File: src/rtl/bp_pkg.sv
// Shared types and saturating-counter helpers for the branch predictor.
package bp_pkg;

  typedef enum logic {
    BP_IDLE  = 1'b0,
    BP_CLEAR = 1'b1
  } bp_state_t;

  // Widest direction counter the helpers below support.
  localparam int unsigned CTR_MAX_BITS = 8;

  typedef logic [CTR_MAX_BITS-1:0] ctr_t;

  // Saturating step toward taken/not-taken, clamped to [0, ctrMax].
  function automatic ctr_t ctr_next(input ctr_t ctr, input logic taken, input ctr_t ctrMax);
    ctr_t r;
    r = ctr;
    if (taken) begin
      if (ctr != ctrMax) r = ctr + ctr_t'(1);
    end else begin
      if (ctr != '0) r = ctr - ctr_t'(1);
    end
    return r;
  endfunction

  // Weakly-taken init: MSB set, all lower bits clear.
  function automatic ctr_t ctr_weak_taken(input int unsigned bits);
    return ctr_t'(1) << (bits - 1);
  endfunction

endpackage

File: src/rtl/bp_clear_fsm.sv
// Table-clear sequencer: walks every entry once, one per cycle, while busy.
module bp_clear_fsm
  import bp_pkg::*;
#(
  parameter int unsigned ENTRIES = 16
) (
  input  logic                        clk,
  input  logic                        rst,
  input  logic                        Clear_i,
  output logic                        Busy_o,
  output logic [$clog2(ENTRIES)-1:0]  clearIdx_o,
  output logic                        clearWe_c
);

  localparam int unsigned IDX_BITS = $clog2(ENTRIES);
  localparam logic [IDX_BITS-1:0] LAST_IDX = IDX_BITS'(ENTRIES - 1);

  bp_state_t           state;
  bp_state_t           stateNext;
  logic [IDX_BITS-1:0] ptr;
  logic [IDX_BITS-1:0] ptrNext;
  logic                busyQ;

  // State, pointer and registered busy flag.
  always_ff @(posedge clk or negedge rst) begin
    if (!rst) begin
      state <= BP_IDLE;
      ptr   <= '0;
      busyQ <= 1'b0;
    end else begin
      state <= stateNext;
      ptr   <= ptrNext;
      busyQ <= (stateNext == BP_CLEAR);
    end
  end

  // Next state: a clear pulse in IDLE starts a sweep that ends after the last entry.
  always_comb begin
    stateNext = state;
    ptrNext   = ptr;
    clearWe_c = 1'b0;
    case (state)
      BP_IDLE: begin
        if (Clear_i) begin
          stateNext = BP_CLEAR;
          ptrNext   = '0;
        end
      end
      BP_CLEAR: begin
        clearWe_c = 1'b1;
        ptrNext   = ptr + IDX_BITS'(1);
        if (ptr == LAST_IDX) stateNext = BP_IDLE;
      end
    endcase
  end

  assign Busy_o     = busyQ;
  assign clearIdx_o = ptr;

endmodule

File: src/rtl/branch_predictor.sv
// Direct-mapped BTB with saturating direction counters for fetch-time prediction.
// Optional performance counters are enabled with BRANCH_PREDICTOR_PERF_EN.
module branch_predictor
  import bp_pkg::*;
#(
  parameter int unsigned DATA_WIDTH = 32,
  parameter int unsigned ENTRIES    = 16,
  parameter int unsigned TAG_BITS   = 8,
  parameter int unsigned CTR_BITS   = 2
) (
  input  logic                  clk,
  input  logic                  rst,
  input  logic [DATA_WIDTH-1:0] PCF_i,
  output logic                  PredTakenF_o,
  output logic [DATA_WIDTH-1:0] PredTargetF_o,
  input  logic                  UpdateEn_i,
  input  logic [DATA_WIDTH-1:0] UpdatePC_i,
  input  logic                  UpdateTaken_i,
  input  logic                  UpdateJump_i,
  input  logic [DATA_WIDTH-1:0] UpdateTarget_i,
  input  logic                  Clear_i,
  output logic                  Busy_o
`ifdef BRANCH_PREDICTOR_PERF_EN
  ,
  output logic [31:0]           PerfLookups_o,
  output logic [31:0]           PerfHits_o,
  output logic [31:0]           PerfMispredicts_o
`endif
);

  localparam int unsigned IDX_BITS = $clog2(ENTRIES);
  localparam logic [CTR_BITS-1:0] CTR_MAX  = '1;
  localparam logic [CTR_BITS-1:0] CTR_WEAK = CTR_BITS'(ctr_weak_taken(CTR_BITS));

  logic [ENTRIES-1:0]                 validQ;
  logic [ENTRIES-1:0][CTR_BITS-1:0]   ctrQ;
  logic [ENTRIES-1:0][TAG_BITS-1:0]   tagQ;
  logic [ENTRIES-1:0][DATA_WIDTH-1:0] targetQ;

  logic [IDX_BITS-1:0] clearIdx;
  logic                clearWe;

  logic [IDX_BITS-1:0] lkIdx;
  logic [TAG_BITS-1:0] lkTag;
  logic                lkHit;

  logic [IDX_BITS-1:0] upIdx;
  logic [TAG_BITS-1:0] upTag;
  logic                upHit;
  logic                upAct;
  logic                upAlloc;
  logic                upCtrWe;
  logic                upTgtWe;
  logic [CTR_BITS-1:0] upCtrVal;

  // Address bits outside the index/tag fields are intentionally ignored.
  logic unusedPcBits;
  assign unusedPcBits = ^{PCF_i, UpdatePC_i};

  bp_clear_fsm #(
    .ENTRIES (ENTRIES)
  ) uClearFsm (
    .clk        (clk),
    .rst        (rst),
    .Clear_i    (Clear_i),
    .Busy_o     (Busy_o),
    .clearIdx_o (clearIdx),
    .clearWe_c  (clearWe)
  );

  // Fetch lookup reads pre-update contents; masked while the table is being cleared.
  assign lkIdx         = PCF_i[IDX_BITS+1:2];
  assign lkTag         = PCF_i[IDX_BITS+2 +: TAG_BITS];
  assign lkHit         = validQ[lkIdx] && (tagQ[lkIdx] == lkTag);
  assign PredTakenF_o  = lkHit && ctrQ[lkIdx][CTR_BITS-1] && !Busy_o;
  assign PredTargetF_o = PredTakenF_o ? targetQ[lkIdx] : '0;

  assign upIdx = UpdatePC_i[IDX_BITS+1:2];
  assign upTag = UpdatePC_i[IDX_BITS+2 +: TAG_BITS];
  assign upHit = validQ[upIdx] && (tagQ[upIdx] == upTag);
  assign upAct = UpdateEn_i && !Busy_o;

  // Resolve the write for this cycle's Execute outcome; not-taken misses never allocate.
  always_comb begin
    upAlloc  = 1'b0;
    upCtrWe  = 1'b0;
    upTgtWe  = 1'b0;
    upCtrVal = ctrQ[upIdx];
    if (upAct) begin
      if (upHit) begin
        upCtrWe = 1'b1;
        upTgtWe = UpdateJump_i || UpdateTaken_i;
        if (UpdateJump_i) upCtrVal = CTR_MAX;
        else upCtrVal = CTR_BITS'(ctr_next(ctr_t'(ctrQ[upIdx]), UpdateTaken_i, ctr_t'(CTR_MAX)));
      end else if (UpdateTaken_i || UpdateJump_i) begin
        upAlloc  = 1'b1;
        upCtrWe  = 1'b1;
        upTgtWe  = 1'b1;
        upCtrVal = UpdateJump_i ? CTR_MAX : CTR_WEAK;
      end
    end
  end

  // Valid bits and counters: async reset, swept by the clear sequencer, else updated.
  always_ff @(posedge clk or negedge rst) begin
    if (!rst) begin
      validQ <= '0;
      ctrQ   <= '0;
    end else if (clearWe) begin
      validQ[clearIdx] <= 1'b0;
      ctrQ[clearIdx]   <= '0;
    end else begin
      if (upAlloc) validQ[upIdx] <= 1'b1;
      if (upCtrWe) ctrQ[upIdx]   <= upCtrVal;
    end
  end

  // Tag and target storage carries no reset; qualified by the valid bit.
  always_ff @(posedge clk) begin
    if (upTgtWe) targetQ[upIdx] <= UpdateTarget_i;
    if (upAlloc) tagQ[upIdx]    <= upTag;
  end

`ifdef BRANCH_PREDICTOR_PERF_EN
  logic [31:0] perfLookupsQ;
  logic [31:0] perfHitsQ;
  logic [31:0] perfMispredQ;

  // Event counters; a miss counts as a not-taken prediction.
  always_ff @(posedge clk or negedge rst) begin
    if (!rst) begin
      perfLookupsQ <= '0;
      perfHitsQ    <= '0;
      perfMispredQ <= '0;
    end else begin
      if (!Busy_o) perfLookupsQ <= perfLookupsQ + 32'd1;
      if (!Busy_o && lkHit) perfHitsQ <= perfHitsQ + 32'd1;
      if (upAct && ((upHit && ctrQ[upIdx][CTR_BITS-1]) != UpdateTaken_i))
        perfMispredQ <= perfMispredQ + 32'd1;
    end
  end

  assign PerfLookups_o     = perfLookupsQ;
  assign PerfHits_o        = perfHitsQ;
  assign PerfMispredicts_o = perfMispredQ;
`endif

endmodule

File: config.mk
export PLATFORM = sky130hd
export DESIGN_NAME = branch_predictor
export DESIGN_NICKNAME = d
export VERILOG_FILES = /design/src/rtl/bp_pkg.sv /design/src/rtl/bp_clear_fsm.sv /design/src/rtl/branch_predictor.sv
export SDC_FILE = /design/constraint.sdc
export NUM_CORES = 1
export LEC_CHECK = 0
export BUFFER_PORTS_ARGS = -buffer_cell sky130_fd_sc_hd__buf_2
export CAP_MARGIN = 20
export CORE_MARGIN = 2
export CORE_UTILIZATION = 45
export CTS_CLUSTER_DIAMETER = 200
export CTS_CLUSTER_SIZE = 14
export DETAILED_ROUTE_END_ITERATION = 10
export PLACE_DENSITY_LB_ADDON = 0.3
export SLEW_MARGIN = 20
export SYNTH_ARGS = -nofsm -noshare
export SYNTH_HDL_FRONTEND = slang
export SYNTH_SLANG_ARGS = --single-unit
File: constraint.sdc
create_clock -name clk -period 6 [get_ports clk]
set_input_delay 0.3 -clock clk [delete_from_list [all_inputs] [get_ports clk]]
set_output_delay 0.3 -clock clk [all_outputs]
set_load 0.02 [all_outputs]
==> impl_metrics.env, run 1 <==
export IMPL_clock_skew_ns=0.0257
export IMPL_cts_resized=0
export IMPL_yosysMostFrequentCell="edfxtp_1"
export IMPL_design_core_area_mm2=0.0631
export IMPL_routabilityCongestion=0.826
export IMPL_cts_hold_buf=2
export IMPL_crit_chain="buf_8, mux4_2, mux4_2, xnor2_1, nand4_1, nor4_1, nand4_1, buf_4, nor2b_1, buf_2"
export IMPL_slowest_stage="mux4_2"
export IMPL_pre_cts_ws_ns=1.39
export IMPL_drtIter0Drc=1247
export IMPL_fmax_mhz=221
export IMPL_grt_max_degree=100
export IMPL_drive_gt1_frac=0.313
export IMPL_synthTopCellsByArea="edfxtp_1, mux4_2, dfrtp_1"
export IMPL_post_drt_wl_per_cell_um=27.3
export IMPL_cts_path_max_buffers=3
export IMPL_clock_sink_count=693
export IMPL_cp_arrival_ns=4.22
export IMPL_synth_cells=1363
export IMPL_initial_core_util=0.455
export IMPL_rows=92
export IMPL_combPwrFrac=0.096
export IMPL_wl_um=64100
export IMPL_rrSetupSlack_ns=2.50
export IMPL_worstMarginPinSlew_ns=1.11
export IMPL_vias=13900
export IMPL_grt_pass1_wl_um=94700
export IMPL_cts_tree="yes"
export IMPL_powerDensity_mw_per_mm2=308
export IMPL_synth_nets=1469
export IMPL_pwr_share_seq=0.567
export IMPL_post_synth_top_area_cell="edfxtp_1"
export IMPL_avgSynthCellArea_um2=21.0
export IMPL_overflow=0
export IMPL_maxSlewHeadroom=0.257
export IMPL_cp_end_kind="primary output"
export IMPL_p_total_mw=9.80
export IMPL_ys_flop_type="edfxtp_1"
export IMPL_async_flop_share=0.0765
export IMPL_synthTopCellsByCount="edfxtp_1, mux4_2, nand2_1"
export IMPL_grt_total_usage=0.196
export IMPL_netlist_area_mm2=0.0287
export IMPL_cts_setup_buffers=0
export IMPL_finalCriticalPeriod_ns=4.52
export IMPL_drv_slew=0
export IMPL_synth_cell_types=49
export IMPL_grt_pass1_vias=14500
export IMPL_antenna_left=0
export IMPL_clkTransAtPathRegs_ns=0.07
export IMPL_synth_edff_count=640
export IMPL_port_buffers=95
export IMPL_worst_slack_ns=1.48
export IMPL_viasPerCell=5.92
export IMPL_hold_path_class="input port to register"
export IMPL_pin_count=136
export IMPL_cts_buffers_inserted=55
export IMPL_die_x_um=256
export IMPL_die_h_um=256
export IMPL_p_switching_mw=2.25
export IMPL_ys_ff_latch=693
export IMPL_finalSetupViolations=0
export IMPL_setup_tns_ns=0
export IMPL_dieArea_mm2=0.0658
export IMPL_dp_cells=2261
export IMPL_rsz0062_at_grt="no"
export IMPL_whs_ns=0.0547
export IMPL_cts_max_level=2
export IMPL_layout_nets=1580
export IMPL_worstSetupStartpointType="input port"
export IMPL_pwr_share_clk=0.337
export IMPL_finalNonFillerCells=2345
export IMPL_internal_power_mw=7.55
export IMPL_required_ns=5.70
export IMPL_path_class="input port to primary output"
export IMPL_max_cap_violations=0
export IMPL_yosys_warnings=0
export IMPL_root_buffer="clkbuf_16"
export IMPL_worstPathMaxFanout=69
export IMPL_dp_hpwl_um=36300
export IMPL_critical_path_max_stage_delay_ns=0.61
export IMPL_syn_to_final_growth_pct=10.9
export IMPL_post_route_period_util=0.753
export IMPL_drtPass1Iterations=5
export IMPL_p_leak_nw=10.3
export IMPL_seq_area_frac_synth=0.716
export IMPL_yosysTopAreaCellShare=0.670
export IMPL_antenna_found_initial=3
export IMPL_clock_latency_ns=0.62
export IMPL_vdd_drop_max_mv=0.245
export IMPL_swShare=0.230
export IMPL_status="finished, final reports clean"
export IMPL_fillCellCount=5025
export IMPL_hold_violations=0
export IMPL_route_detailed_drc=0
==> per-stage QoR <==
stage                     cell area, µm²  utilization
after floorplan                    28700            -
after global placement             30300        0.480
after detailed placement           30300        0.480
after CTS                          31800        0.504
after global routing               31800        0.504
final                              31800        0.504
==> state kept, by name, indices dropped and copies added (netlist names) <==
register,count
uClearFsm.state,1
validQ,16
targetQ,512
uClearFsm.clearIdx_o,4
tagQ,128
ctrQ,32
==> per-layer routing <==
layer,GRT usage,wire length (µm),share of wire
met5,0,21,0.00033
met4,0.0468,1000,0.016
met3,0.0295,3480,0.054
met2,0.339,33300,0.52
met1,0.263,26300,0.41
==> logic make-up after synthesis <==
family | count (synthesis) | share of synthesized area
AOI/OAI and AO/OA | 65 | 0.0164
xor gates and xnor gates | 21 | 0.00641
adders and majority gates | 5 | 0.00209
buffers and inverters | 82 | 0.0140
DFF | 693 | 0.716
muxes | 308 | 0.213
and+or+nand+nor | 189 | 0.0317
==> worst max-delay path: cells and delay by family <==
family / cells / cell delay [ns]
buffers and inverters: 3 / 1.15
and+or+nand+nor: 4 / 1.40
muxes: 2 / 1.12
xor gates and xnor gates: 1 / 0.16
==> final timing paths <==
check / startpoint / end / cells after the start
worst max-delay path: PCF_i[2] / PredTargetF_o[28] / 10
worst min-delay path: UpdateTarget_i[31] / targetQ[351]$_DFFE_PP_ / 1
worst max register to register: tagQ[111]$_DFFE_PP_ / validQ[0]$_DFFE_PN0P_ / 7
worst min register to register: validQ[15]$_DFFE_PN0P_ / validQ[15]$_DFFE_PN0P_ / 1
max in group asynchronous: rst / ctrQ[19]$_DFFE_PN0P_ / 3
min in group asynchronous: rst / uClearFsm.clearIdx_o[0]$_DFFE_PN0P_ / 3
==> placed cells by master (no fill, tap or decap), drive strengths merged, types with 4 or more instances in the layout <==
cell	instances
edfxtp	640
ha	4
buf	130
mux4	242
nand3	15
o21a	15
mux2i	65
o21ai	16
a31oi	9
o21ba	4
clkbuf	77
o211ai	5
nor2b	42
nor2	41
xnor2	19
inv	6
dfrtp	53
nand2	71
nor3	4
nand2b	4
==> power by group through the flow <==
stage               sequential, mW  combinational (mW)  clock, mW
floorplan                     5.62               0.676          0
global placement              5.65               0.923          0
detailed placement            5.66               0.949          0
CTS                           5.56               0.951       3.37
global route                  5.58                1.03       3.54
finish                        5.56               0.940       3.30
==> layout make-up <==
| cell class | instances | area (µm²) | area share |
|---|---|---|---|
| Timing Repair Buffer | 132 | 790 | 0.0248 |
| Antenna cell | 2 | 5.00 | 0.000157 |
| Clock buffer | 77 | 1480 | 0.0465 |
| Inverter | 4 | 15.0 | 0.000472 |
| Sequential cell | 693 | 20500 | 0.646 |
| Multi-Input combinational cell | 588 | 7890 | 0.248 |
| Clock inverter | 3 | 33.8 | 0.00106 |
| Tap cell | 846 | 1060 | 0.0333 |
No activity file was read; power rests on OpenSTA's default activity.
==> run 2: changes to the inputs <==
--- a/config.mk
+++ b/config.mk
@@ -5,6 +5,7 @@
 export SDC_FILE = /design/constraint.sdc
 export NUM_CORES = 1
 export LEC_CHECK = 0
+export ABC_AREA = 1
 export BUFFER_PORTS_ARGS = -buffer_cell sky130_fd_sc_hd__buf_2
 export CAP_MARGIN = 20
 export CORE_MARGIN = 2
==> constraint.sdc (replaced) <==
create_clock -name clk -period 4.5 [get_ports clk]
set_input_delay 0.225 -clock clk [delete_from_list [all_inputs] [get_ports clk]]
set_output_delay 0.225 -clock clk [all_outputs]
set_load 0.02 [all_outputs]
==> run 2 against run 1 <==
Total power increased by 42%. Sequential share of layout area decreased by 3.7 points. Non-clock buffer count increased by 67. Largest cell class unchanged. Highest routed layer is now met4.
==> impl_metrics.env, run 2 <==
export IMPL_status="finished, final reports clean"
export IMPL_drive_gt1_frac=0.0913
export IMPL_initial_core_util=0.453
export IMPL_drv_slew=0
export IMPL_required_ns=4.28
export IMPL_synth_cell_types=38
export IMPL_cts_setup_buffers=0
export IMPL_yosys_area_share_simple=0.161
export IMPL_yosysTopAreaCellShare=0.634
export IMPL_cts_path_max_buffers=3
export IMPL_port_buffers=95
export IMPL_syn_to_final_growth_pct=11.4
export IMPL_yosysMostFrequentCell="nand2_1"
export IMPL_synthTopCellsByArea="edfxtp_1, nand2_1, a21oi_1"
export IMPL_cts_max_level=2
export IMPL_postLayoutCellArea_mm2=0.0338
export IMPL_yosys_warnings=0
export IMPL_post_synth_top_area_cell="edfxtp_1"
export IMPL_dp_hpwl_um=47600
export IMPL_viasPerCell=5.97
export IMPL_synth_compound_area_frac=0.119
export IMPL_worstPathMaxFanout=113
export IMPL_critPathTopFamily="buffers and inverters"
export IMPL_max_flop_register="targetQ"
export IMPL_cp_end_kind="primary output"
export IMPL_largest_register_ff_count=512
export IMPL_antenna_found_initial=2
export IMPL_layout_common_cells="nand2_1, edfxtp_1, a21oi_1"
export IMPL_async_flop_share=0.0765
export IMPL_reg_top3="targetQ: 512 flops, tagQ: 128 flops, ctrQ: 32 flops"
export IMPL_dieArea_mm2=0.0695
export IMPL_ys_ff_latch=693
export IMPL_clkTransAtPathRegs_ns=0.07
export IMPL_wl_um=86200
export IMPL_post_route_period_util=0.842
export IMPL_slowest_stage="buf_4"
export IMPL_synth_cells=2789
export IMPL_antenna_left=0
export IMPL_setup_tns_ns=0
export IMPL_fmax_mhz=264
export IMPL_muxShareOfSynthArea=0
export IMPL_ys_flop_type="edfxtp_1"
export IMPL_layout_nets=2966
export IMPL_synth_edff_count=640
export IMPL_clock_sink_count=693
export IMPL_drtPass1Iterations=6
export IMPL_rsz0062_at_grt="no"
export IMPL_rows=95
export IMPL_crit_chain="buf_8, inv_8, buf_4, nand3_1, a21oi_1, o21ai_0, a31oi_1, nand4_1, nor3_1, nand3_2, buf_12, nor2_1, buf_2"
export IMPL_worstSetupStartpointType="input port"
export IMPL_netlist_area_mm2=0.0303
export IMPL_p_leak_nw=12.3
export IMPL_clock_skew_ns=0.0558
export IMPL_synth_fa_ha_area_frac=0.00165
export IMPL_design_core_area_mm2=0.0669
export IMPL_synth_nets=2895
export IMPL_grt_max_degree=223
export IMPL_busiest_layer="met2"
export IMPL_final_core_util=0.505
export IMPL_post_drt_wl_per_cell_um=22.9
export IMPL_grtUsageMet2=0.402
export IMPL_cts_resized=0
export IMPL_synth_top_family_by_area="simple AND/OR/NAND/NOR gates"
export IMPL_finalSetupViolations=0
export IMPL_root_buffer="clkbuf_16"
export IMPL_overflow=0
export IMPL_pin_count=136
export IMPL_cp_arrival_ns=3.56
export IMPL_post_dp_cell_area_mm2=0.0318
export IMPL_cts_tree="yes"
export IMPL_die_x_um=264
export IMPL_maxSlewHeadroom=0.218
export IMPL_route_detailed_drc=0
export IMPL_drtIter0Drc=2697
export IMPL_hold_violations=0
export IMPL_cts_buffers_inserted=55
export IMPL_hold_path_class="input port to register"
export IMPL_rrSetupSlack_ns=1.49
export IMPL_routabilityCongestion=0.902
export IMPL_synth_xor_area_frac=0.00173
export IMPL_grt_pass1_vias=22100
export IMPL_final_common_cell="nand2_1"
export IMPL_powerDensity_mw_per_mm2=413
export IMPL_vias=22500
export IMPL_cts_hold_buf=41
export IMPL_max_cap_violations=0
export IMPL_avgSynthCellArea_um2=10.9
export IMPL_path_class="input port to primary output"
export IMPL_p_total_mw=13.9
export IMPL_grt_pass1_wl_um=130000
export IMPL_die_h_um=264
export IMPL_met3_usage=0.0368
export IMPL_grt_total_usage=0.245
export IMPL_finalCriticalPeriod_ns=3.79
export IMPL_seq_area_frac_synth=0.678
export IMPL_grt_met1_usage=0.330
export IMPL_vdd_drop_max_mv=0.330
export IMPL_clock_latency_ns=0.65
export IMPL_path_buf_inv=5
export IMPL_worstMarginPinSlew_ns=1.17
export IMPL_synthTopCellsByCount="nand2_1, edfxtp_1, a21oi_1"
export IMPL_critical_path_max_stage_delay_ns=0.50
[run 2: changes by cell type in the layout (fill, tap and decap cells not counted), sizes merged, moves of 28 or more]
cell	previous run	this run
mux4	242	0
o31ai	0	30
dlygate4sd3	2	41
nand2	71	821
nand3	15	120
a21oi	1	275
nor2	41	265
a221oi	0	103
buf	130	158
inv	6	96
nor2b	42	0
o21ai	16	103
mux2i	65	0
[run 2: report_power, final]
part / total (mW) / switching [mW] / internal (mW)
clock network: 4.53 / 2.25 / 2.28
logic: 1.98 / 1.41 / 0.570
registers: 7.43 / 0.181 / 7.25
[run 2: layer usage]
metal | wire length, µm | part of all wire | vias to the layer above
met4 | 2830 | 0.033 | 0
li1 | - | - | 10100
met5 | 0 | 0 | -
met2 | 41500 | 0.48 | 1165
met3 | 7120 | 0.083 | 207
met1 | 34800 | 0.40 | 11000
[run 2: cell type report]
| cell class | count | area, µm² |
|---|---|---|
| Timing Repair Buffer | 199 | 1460 |
| Clock buffer | 84 | 1490 |
| Multi-Input combinational cell | 1817 | 8730 |
| Fill cell | 5800 | 33100 |
| Clock inverter | 4 | 88.8 |
| Tap cell | 873 | 1090 |
| Antenna cell | 1 | 2.50 |
| Sequential cell | 693 | 20500 |
| Inverter | 94 | 368 |
[run 2: cells by family (layout without fill, tap and decap cells)]
| group | count (synthesis) | after routing |
|---|---|---|
| other | 0 | 1 |
| adders and majority gates | 4 | 4 |
| DFF | 693 | 693 |
| xor gates and xnor gates | 6 | 6 |
| AOI/OAI and AO/OA | 579 | 579 |
| and+or+nand+nor | 1228 | 1228 |
| buffers and inverters | 279 | 381 |
[run 2: final timing paths]
kind,startpoint,endpoint,cells past startpoint
setup / recovery,PCF_i[2],PredTargetF_o[16],13
hold / removal,UpdatePC_i[11],tagQ[61]$_DFFE_PP_,1
setup reg to reg,tagQ[124]$_DFFE_PP_,tagQ[56]$_DFFE_PP_,15
hold reg to reg,ctrQ[22]$_DFFE_PN0P_,ctrQ[22]$_DFFE_PN0P_,2
max in group asynchronous,rst,ctrQ[22]$_DFFE_PN0P_,3
min in group asynchronous,rst,ctrQ[0]$_DFFE_PN0P_,3
[run 2: through the flow]
stage          hold WS, ns  cells  worst slack [ns]
4_1_cts            0.00285   3763             0.908
2_1_floorplan      -0.0706   2789              1.16
3_5_place_dp         0.429   3634             0.623
3_3_place_gp         0.418   3634             0.630
6_report            0.0282   3765             0.711
5_1_grt             0.0101   3765             0.607
